[src/rtl/axi_lite_pkg.sv]
// axi_lite_pkg: shared AXI-Lite response codes, controller states and command/response records
package axi_lite_pkg;
    localparam int AXI_ADDR_W = 32;
    localparam int AXI_DATA_W = 32;

    typedef enum logic [1:0] {
        OKAY   = 2'd0,
        EXOKAY = 2'd1,
        SLVERR = 2'd2,
        DECERR = 2'd3
    } resp_e;

    typedef enum logic [2:0] {
        IDLE,
        WR_REQ,
        WR_RESP,
        RD_REQ,
        RD_RESP,
        RSP
    } ctrl_state_e;

    typedef struct packed {
        logic                    write;
        logic [AXI_ADDR_W-1:0]   addr;
        logic [AXI_DATA_W-1:0]   wdata;
        logic [AXI_DATA_W/8-1:0] wstrb;
    } cmd_t;

    typedef struct packed {
        logic [AXI_DATA_W-1:0] rdata;
        logic [1:0]            resp;
        logic                  timeout;
    } rsp_t;
endpackage

[src/rtl/axi_lite_timeout_ctr.sv]
// axi_lite_timeout_ctr: counts idle response-wait cycles and flags the cycle that would reach the limit
module axi_lite_timeout_ctr #(
    parameter int TIMEOUT_CYCLES = 16
) (
    input  logic clk,
    input  logic rst,
    input  logic clear,
    input  logic enable,
    output logic expired
);
    localparam int W = TIMEOUT_CYCLES > 0 ? $clog2(TIMEOUT_CYCLES + 1) : 1;
    localparam logic [W-1:0] LAST = W'(TIMEOUT_CYCLES > 0 ? TIMEOUT_CYCLES - 1 : 0);

    logic [W-1:0] cnt;

    // expiry fires on the idle cycle whose increment would bring the count to the limit
    assign expired = (TIMEOUT_CYCLES > 0) && enable && cnt == LAST;

    // count waiting cycles, restart whenever the controller is outside a response phase
    always_ff @(posedge clk) begin
        if (rst || clear)
            cnt <= '0;
        else if (enable && !expired)
            cnt <= cnt + W'(1);
    end
endmodule

[src/rtl/axi_lite_master_ctrl.sv]
// axi_lite_master_ctrl: one-at-a-time AXI-Lite master with response watchdog and late-response drain
module axi_lite_master_ctrl
    import axi_lite_pkg::*;
#(
    parameter int ADDR_W         = 32,
    parameter int DATA_W         = 32,
    parameter int TIMEOUT_CYCLES = 16
) (
    input  logic                clk,
    input  logic                rst,
    input  logic                cmd_valid,
    output logic                cmd_ready,
    input  logic                cmd_write,
    input  logic [ADDR_W-1:0]   cmd_addr,
    input  logic [DATA_W-1:0]   cmd_wdata,
    input  logic [DATA_W/8-1:0] cmd_wstrb,
    output logic                rsp_valid,
    input  logic                rsp_ready,
    output logic [DATA_W-1:0]   rsp_rdata,
    output logic [1:0]          rsp_resp,
    output logic                rsp_timeout,
    output logic                busy,
    output logic [ADDR_W-1:0]   awaddr,
    output logic                awvalid,
    input  logic                awready,
    output logic [DATA_W-1:0]   wdata,
    output logic [DATA_W/8-1:0] wstrb,
    output logic                wvalid,
    input  logic                wready,
    input  logic [1:0]          bresp,
    input  logic                bvalid,
    output logic                bready,
    output logic [ADDR_W-1:0]   araddr,
    output logic                arvalid,
    input  logic                arready,
    input  logic [DATA_W-1:0]   rdata,
    input  logic [1:0]          rresp,
    input  logic                rvalid,
    output logic                rready
);
    ctrl_state_e         state, state_d;
    logic                drain_b, drain_b_d, drain_r, drain_r_d;
    logic                cmd_ready_d, rsp_valid_d, rsp_timeout_d, busy_d;
    logic                awvalid_d, wvalid_d, arvalid_d, bready_d, rready_d;
    logic [ADDR_W-1:0]   awaddr_d, araddr_d;
    logic [DATA_W-1:0]   wdata_d, rsp_rdata_d;
    logic [DATA_W/8-1:0] wstrb_d;
    logic [1:0]          rsp_resp_d;
    logic                wd_clear, wd_enable, wd_expired;

    assign wd_clear  = !(state == WR_RESP || state == RD_RESP);
    assign wd_enable = (state == WR_RESP && !bvalid) || (state == RD_RESP && !rvalid);

    axi_lite_timeout_ctr #(.TIMEOUT_CYCLES(TIMEOUT_CYCLES)) u_wd (
        .clk     (clk),
        .rst     (rst),
        .clear   (wd_clear),
        .enable  (wd_enable),
        .expired (wd_expired)
    );

    // next state and next value of every registered output
    always_comb begin
        state_d       = state;
        awaddr_d      = awaddr;
        araddr_d      = araddr;
        wdata_d       = wdata;
        wstrb_d       = wstrb;
        awvalid_d     = awvalid;
        wvalid_d      = wvalid;
        arvalid_d     = arvalid;
        rsp_rdata_d   = rsp_rdata;
        rsp_resp_d    = rsp_resp;
        rsp_timeout_d = rsp_timeout;
        drain_b_d     = drain_b && !(bvalid && bready && state != WR_RESP);
        drain_r_d     = drain_r && !(rvalid && rready && state != RD_RESP);
        case (state)
            IDLE: if (cmd_valid && cmd_ready) begin
                awaddr_d  = cmd_addr;
                araddr_d  = cmd_addr;
                wdata_d   = cmd_wdata;
                wstrb_d   = cmd_wstrb;
                awvalid_d = cmd_write;
                wvalid_d  = cmd_write;
                arvalid_d = !cmd_write;
                state_d   = cmd_write ? WR_REQ : RD_REQ;
            end
            WR_REQ: begin
                awvalid_d = awvalid && !awready;
                wvalid_d  = wvalid && !wready;
                state_d   = (!awvalid_d && !wvalid_d) ? WR_RESP : WR_REQ;
            end
            RD_REQ: begin
                arvalid_d = arvalid && !arready;
                state_d   = arvalid_d ? RD_REQ : RD_RESP;
            end
            WR_RESP: if (bvalid) begin
                rsp_rdata_d   = '0;
                rsp_resp_d    = bresp;
                rsp_timeout_d = 1'b0;
                state_d       = RSP;
            end else if (wd_expired) begin
                rsp_rdata_d   = '0;
                rsp_resp_d    = SLVERR;
                rsp_timeout_d = 1'b1;
                drain_b_d     = 1'b1;
                state_d       = RSP;
            end
            RD_RESP: if (rvalid) begin
                rsp_rdata_d   = rdata;
                rsp_resp_d    = rresp;
                rsp_timeout_d = 1'b0;
                state_d       = RSP;
            end else if (wd_expired) begin
                rsp_rdata_d   = '0;
                rsp_resp_d    = SLVERR;
                rsp_timeout_d = 1'b1;
                drain_r_d     = 1'b1;
                state_d       = RSP;
            end
            RSP: state_d = rsp_ready ? IDLE : RSP;
            default: state_d = IDLE;
        endcase
        bready_d    = state_d == WR_RESP || drain_b_d;
        rready_d    = state_d == RD_RESP || drain_r_d;
        rsp_valid_d = state_d == RSP;
        cmd_ready_d = state_d == IDLE && !drain_b_d && !drain_r_d;
        busy_d      = state_d != IDLE || drain_b_d || drain_r_d;
    end

    // register state, drain flags and all outputs; reset aborts any command in flight
    always_ff @(posedge clk) begin
        if (rst) begin
            state       <= IDLE;
            drain_b     <= 1'b0;
            drain_r     <= 1'b0;
            cmd_ready   <= 1'b0;
            rsp_valid   <= 1'b0;
            rsp_rdata   <= '0;
            rsp_resp    <= '0;
            rsp_timeout <= 1'b0;
            busy        <= 1'b0;
            awaddr      <= '0;
            araddr      <= '0;
            wdata       <= '0;
            wstrb       <= '1;
            awvalid     <= 1'b0;
            wvalid      <= 1'b0;
            arvalid     <= 1'b0;
            bready      <= 1'b0;
            rready      <= 1'b0;
        end else begin
            state       <= state_d;
            drain_b     <= drain_b_d;
            drain_r     <= drain_r_d;
            cmd_ready   <= cmd_ready_d;
            rsp_valid   <= rsp_valid_d;
            rsp_rdata   <= rsp_rdata_d;
            rsp_resp    <= rsp_resp_d;
            rsp_timeout <= rsp_timeout_d;
            busy        <= busy_d;
            awaddr      <= awaddr_d;
            araddr      <= araddr_d;
            wdata       <= wdata_d;
            wstrb       <= wstrb_d;
            awvalid     <= awvalid_d;
            wvalid      <= wvalid_d;
            arvalid     <= arvalid_d;
            bready      <= bready_d;
            rready      <= rready_d;
        end
    end
endmodule
[config.mk]
export PLATFORM = sky130hd
export DESIGN_NAME = axi_lite_master_ctrl
export DESIGN_NICKNAME = d
export VERILOG_FILES = /design/src/rtl/axi_lite_pkg.sv /design/src/rtl/axi_lite_timeout_ctr.sv /design/src/rtl/axi_lite_master_ctrl.sv
export SDC_FILE = /design/constraint.sdc
export NUM_CORES = 1
export LEC_CHECK = 0
export CAP_MARGIN = 20
export CORE_ASPECT_RATIO = 1.25
export CORE_UTILIZATION = 39
export DETAILED_ROUTE_END_ITERATION = 16
export PLACE_DENSITY_LB_ADDON = 0.3
export SYNTH_ARGS = -nofsm -noshare
export SYNTH_HDL_FRONTEND = slang
export SYNTH_SLANG_ARGS = --single-unit
[constraint.sdc]
create_clock -name clk -period 2.22 [get_ports clk]
set_input_delay 0.444 -clock clk [delete_from_list [all_inputs] [get_ports clk]]
set_output_delay 0.444 -clock clk [all_outputs]
set_load 0.02 [all_outputs]
==> metrics.log <==
INFO  metric final-instance-count-excl-fill = between 900 and 1000
INFO  metric max_capacitance_violation_count = 0
INFO  metric synthesis.area_per_instance = 8.563 µm²
INFO  metric reg2reg_slack = approximately 130 ps
INFO  metric ys_dominant_reg_cell = sky130_fd_sc_hd__dfxtp_1
INFO  metric synthesis.nets = between 600 and 700
INFO  metric startpoint = u_wd.cnt[0]
INFO  metric drt.antenna.violating_nets = 0
INFO  metric areaGrowthSynthToFinish = 66.61%
INFO  metric post-place-ws = roughly 0.86 ps
INFO  metric layout_setup_ws = roughly 130 ps
INFO  metric min_period = about 2100 ps
INFO  metric rows = between 40 and 50
INFO  metric drt-vias-per-instance = between 4 and 5
INFO  metric clock_insertion_delay_worst_skew = ~410 ps
INFO  metric placedInstanceArea = roughly 0.0074 mm²
INFO  metric grt_first_pass_wirelength = around 22000 µm
INFO  metric ys_warn_count = 0
INFO  metric detail_route.drc_violations = 0
INFO  metric floorplan_core_area = approximately 0.012 mm²
INFO  metric antenna_cells_inserted = 0
INFO  metric initial_antenna_violation_count = 0
INFO  metric setup_violations = 0
INFO  metric place_hpwl = around 10000 µm
INFO  metric crit-reg2reg-capture = cmd_ready
INFO  metric tritoncts_clock_tree = yes
INFO  metric drt-pass1-iter-count = 4
INFO  metric ws_path_type = reg2reg
INFO  metric arrival = 2400 ps
INFO  metric power.leakage = 0.002849 µW
INFO  metric hold_removal_path_class = in2reg
INFO  metric post_cts_resize_count = 0
INFO  metric cts_post_setup_buffers_inserted = 0
INFO  metric dieHeight = 125.8 µm
INFO  metric fin_tns_setup = 0 ps
INFO  metric overflow = 0
INFO  metric dieWidth = 101.0 µm
INFO  metric dr.first_iter.drc_count = roughly 150
INFO  metric syn-instance-count = 558
INFO  metric cts.root.buffer_cell = sky130_fd_sc_hd__clkbuf_16
INFO  metric synth.cell_area = between 0.004 and 0.005 mm²
INFO  metric fin_worst_skew = about 8.7 ps
INFO  metric worst_setup_path_end_kind = flop
INFO  metric grt_setup_unrepaired = no
INFO  metric detail_route.wirelength = about 14000 µm
INFO  metric synth_cell_types = 44
INFO  metric worstRegToRegCells = 7
INFO  metric dr_total_vias = ~4700
INFO  metric crit_fanout = 6
INFO  metric floorplan.initialDensity = between 40 and 50%
INFO  metric design.portCount = 257
INFO  metric globalRouteTotalUtil = roughly 22%
INFO  metric final_hold_viol_count = 0
INFO  metric ir_worst_vdd = between 500 and 600 µV
INFO  metric holdBufCountCts = 0
INFO  metric final_max_slew_viol_count = 0
INFO  metric layout-drive-gt1-share = about a tenth
INFO  metric cts_inserted_buffers = 17
INFO  metric placed_cells_incl_taps = roughly 930
INFO  metric design.final.nets = around 900
INFO  metric slew_headroom = about three quarters
INFO  metric cp-endpoint = cmd_ready
INFO  metric timing_worst_slew_pin_value = ~380 ps
INFO  metric ctsHtreeMaxLevel = 4
INFO  metric required_worst_endpoint = between 2000 and 3000 ps
INFO  metric dieArea = 0.01270 mm²
INFO  metric synth_enable_flop_cells = 0
INFO  metric start_kind = flop
INFO  metric synth-seq-cells = 121
INFO  metric place.gp.congestion = approximately 0.75
INFO  metric proportion_of_register_bits_with_asynchronous_set_or_reset_after_synthesis = 0%
INFO  metric power.density_cell_area = around 940 mW/mm²
INFO  metric wl_per_cell = roughly 14 µm
INFO  metric post-route-cell-area = about 0.008 mm²
INFO  metric clk_pin_slew = 60 ps
INFO  metric largest_net_degree_at_the_start_of_global_routing = 49
INFO  metric reg2reg_from = u_wd.cnt[0]
INFO  metric yosysSeqAreaShare = between 50% and 60%
INFO  metric outcome = complete, no violations
INFO  metric io_buffers = roughly 260
INFO  metric clk_path_buf_depth = 2
INFO  metric cts_sinks = 121
INFO  metric first_global_vias = 4690
INFO  metric clock.fmax = about 480 MHz
INFO  metric period_share = 93.95%
==> worst max-delay path, cell delays in order (launching register included) <==
cell	delay, ps
sky130_fd_sc_hd__dfxtp_1	330
sky130_fd_sc_hd__ha_1	210
sky130_fd_sc_hd__and3_1	180
sky130_fd_sc_hd__ha_1	280
sky130_fd_sc_hd__o21ai_1	220
sky130_fd_sc_hd__a21boi_0	300
sky130_fd_sc_hd__and4_4	290
sky130_fd_sc_hd__nor4bb_4	190
==> cell usage after synthesis (all sizes together) (3+ instances only) <==
cell | number | area, µm²
clkbuf | 24 | 90.09
a21oi | 73 | 365.4
nor4 | 3 | 33.78
nand3b | 6 | 45.04
o21ai | 5 | 25.02
buf | 46 | 336.6
nand2b | 5 | 31.28
dfxtp | 121 | 2422
a22oi | 32 | 290.3
or3b | 4 | 40.04
nand3 | 4 | 20.02
nor2 | 50 | 190.2
nor3 | 3 | 15.01
nand2 | 143 | 536.8
a211oi | 3 | 47.55
inv | 7 | 26.28
==> cell usage in the layout, fill, tap and decap left out, types with 3 or more instances in the layout <==
cell,count
sky130_fd_sc_hd__nand3_1,4
sky130_fd_sc_hd__dfxtp_1,121
sky130_fd_sc_hd__clkdlybuf4s50_1,255
sky130_fd_sc_hd__inv_6,3
sky130_fd_sc_hd__clkbuf_16,17
sky130_fd_sc_hd__inv_1,7
sky130_fd_sc_hd__buf_4,17
sky130_fd_sc_hd__clkinv_4,3
sky130_fd_sc_hd__clkbuf_8,3
sky130_fd_sc_hd__nand2_1,143
sky130_fd_sc_hd__a22oi_1,22
sky130_fd_sc_hd__nand3b_1,6
sky130_fd_sc_hd__nor2_1,49
sky130_fd_sc_hd__a21oi_1,73
sky130_fd_sc_hd__clkinvlp_4,3
sky130_fd_sc_hd__nand2b_1,5
sky130_fd_sc_hd__a22oi_2,10
sky130_fd_sc_hd__nor3_1,3
sky130_fd_sc_hd__o21ai_0,4
sky130_fd_sc_hd__buf_12,6
==> cells by family after synthesis <==
| group | Yosys count | synth area share (%) |
|---|---|---|
| AO/OA/AOI/OAI | 125 | 17.36 |
| XOR/XNOR | 3 | 0.5500 |
| adder cells (fa/ha/maj) | 2 | 0.5236 |
| buffers and inverters | 77 | 9.479 |
| flip-flops | 121 | 50.69 |
| multiplexers | 1 | 0.2095 |
| AND/OR/NAND/NOR | 229 | 21.18 |
==> stage by stage <==
step | power (µW) | hold slack (ps) | utilization (%)
final | 7484 | 446.1 | 67.58
after global routing | 7797 | 440.1 | 67.58
after CTS | 7556 | 429.6 | 67.58
after detailed placement | 4769 | 445.7 | 62.43
after global placement | 4709 | 441.1 | 62.43
after floorplan | 3804 | 471.6 | -
==> final cells by class <==
cell class                      instances  area (µm²)
Clock inverter                         12       140.1
Clock buffer                           20       466.7
Fill cell                             990        3820
Multi-Input combinational cell        360        1904
Inverter                                7       26.28
Timing Repair Buffer                  278        2800
Sequential cell                       121        2422
Tap cell                              161       201.4
==> per-layer routing <==
layer	part of all wire, %	routed length [µm]	up-vias	track usage, %
met2	51	6997	191	39.61
li1	-	-	2286	-
met1	38	5227	2174	22.52
met3	8.7	1195	23	7.547
met5	0	0	-	0
met4	2.1	286	0	8.269
==> report_power, final <==
group | internal [µW] | switching [µW]
Combinational | 1030 | 1110
Clock | 1760 | 1010
Sequential | 2410 | 164
Total | 5200 | 2290
==> sequential cells by signal, indices dropped and copies added (netlist names) <==
signal and cells:
rsp_rdata 32, bready 1, arvalid 1, rsp_timeout 1, drain_b 1, wvalid 1, busy 1, u_wd.cnt 5
rsp_resp 2, rsp_valid 1, cmd_ready 1, wstrb 4, awvalid 1, rready 1, araddr 32, wdata 32
drain_r 1, state 3
==> worst min-delay path by stage <==
stage | slack (ps) | endpoint | startpoint | depth (start not counted)
2_1_floorplan | 470 | u_wd.cnt[3] | u_wd.cnt[3] | 2
3_3_place_gp | 440 | wdata[31] | wdata[31] | 2
3_5_place_dp | 450 | wdata[13] | wdata[13] | 2
4_1_cts | 430 | rsp_rdata[16] | rst | 2
5_1_grt | 440 | rsp_rdata[16] | rst | 2
6_report | 450 | rsp_rdata[16] | rst | 2
Note: power is estimated with default switching activity, not from simulation.
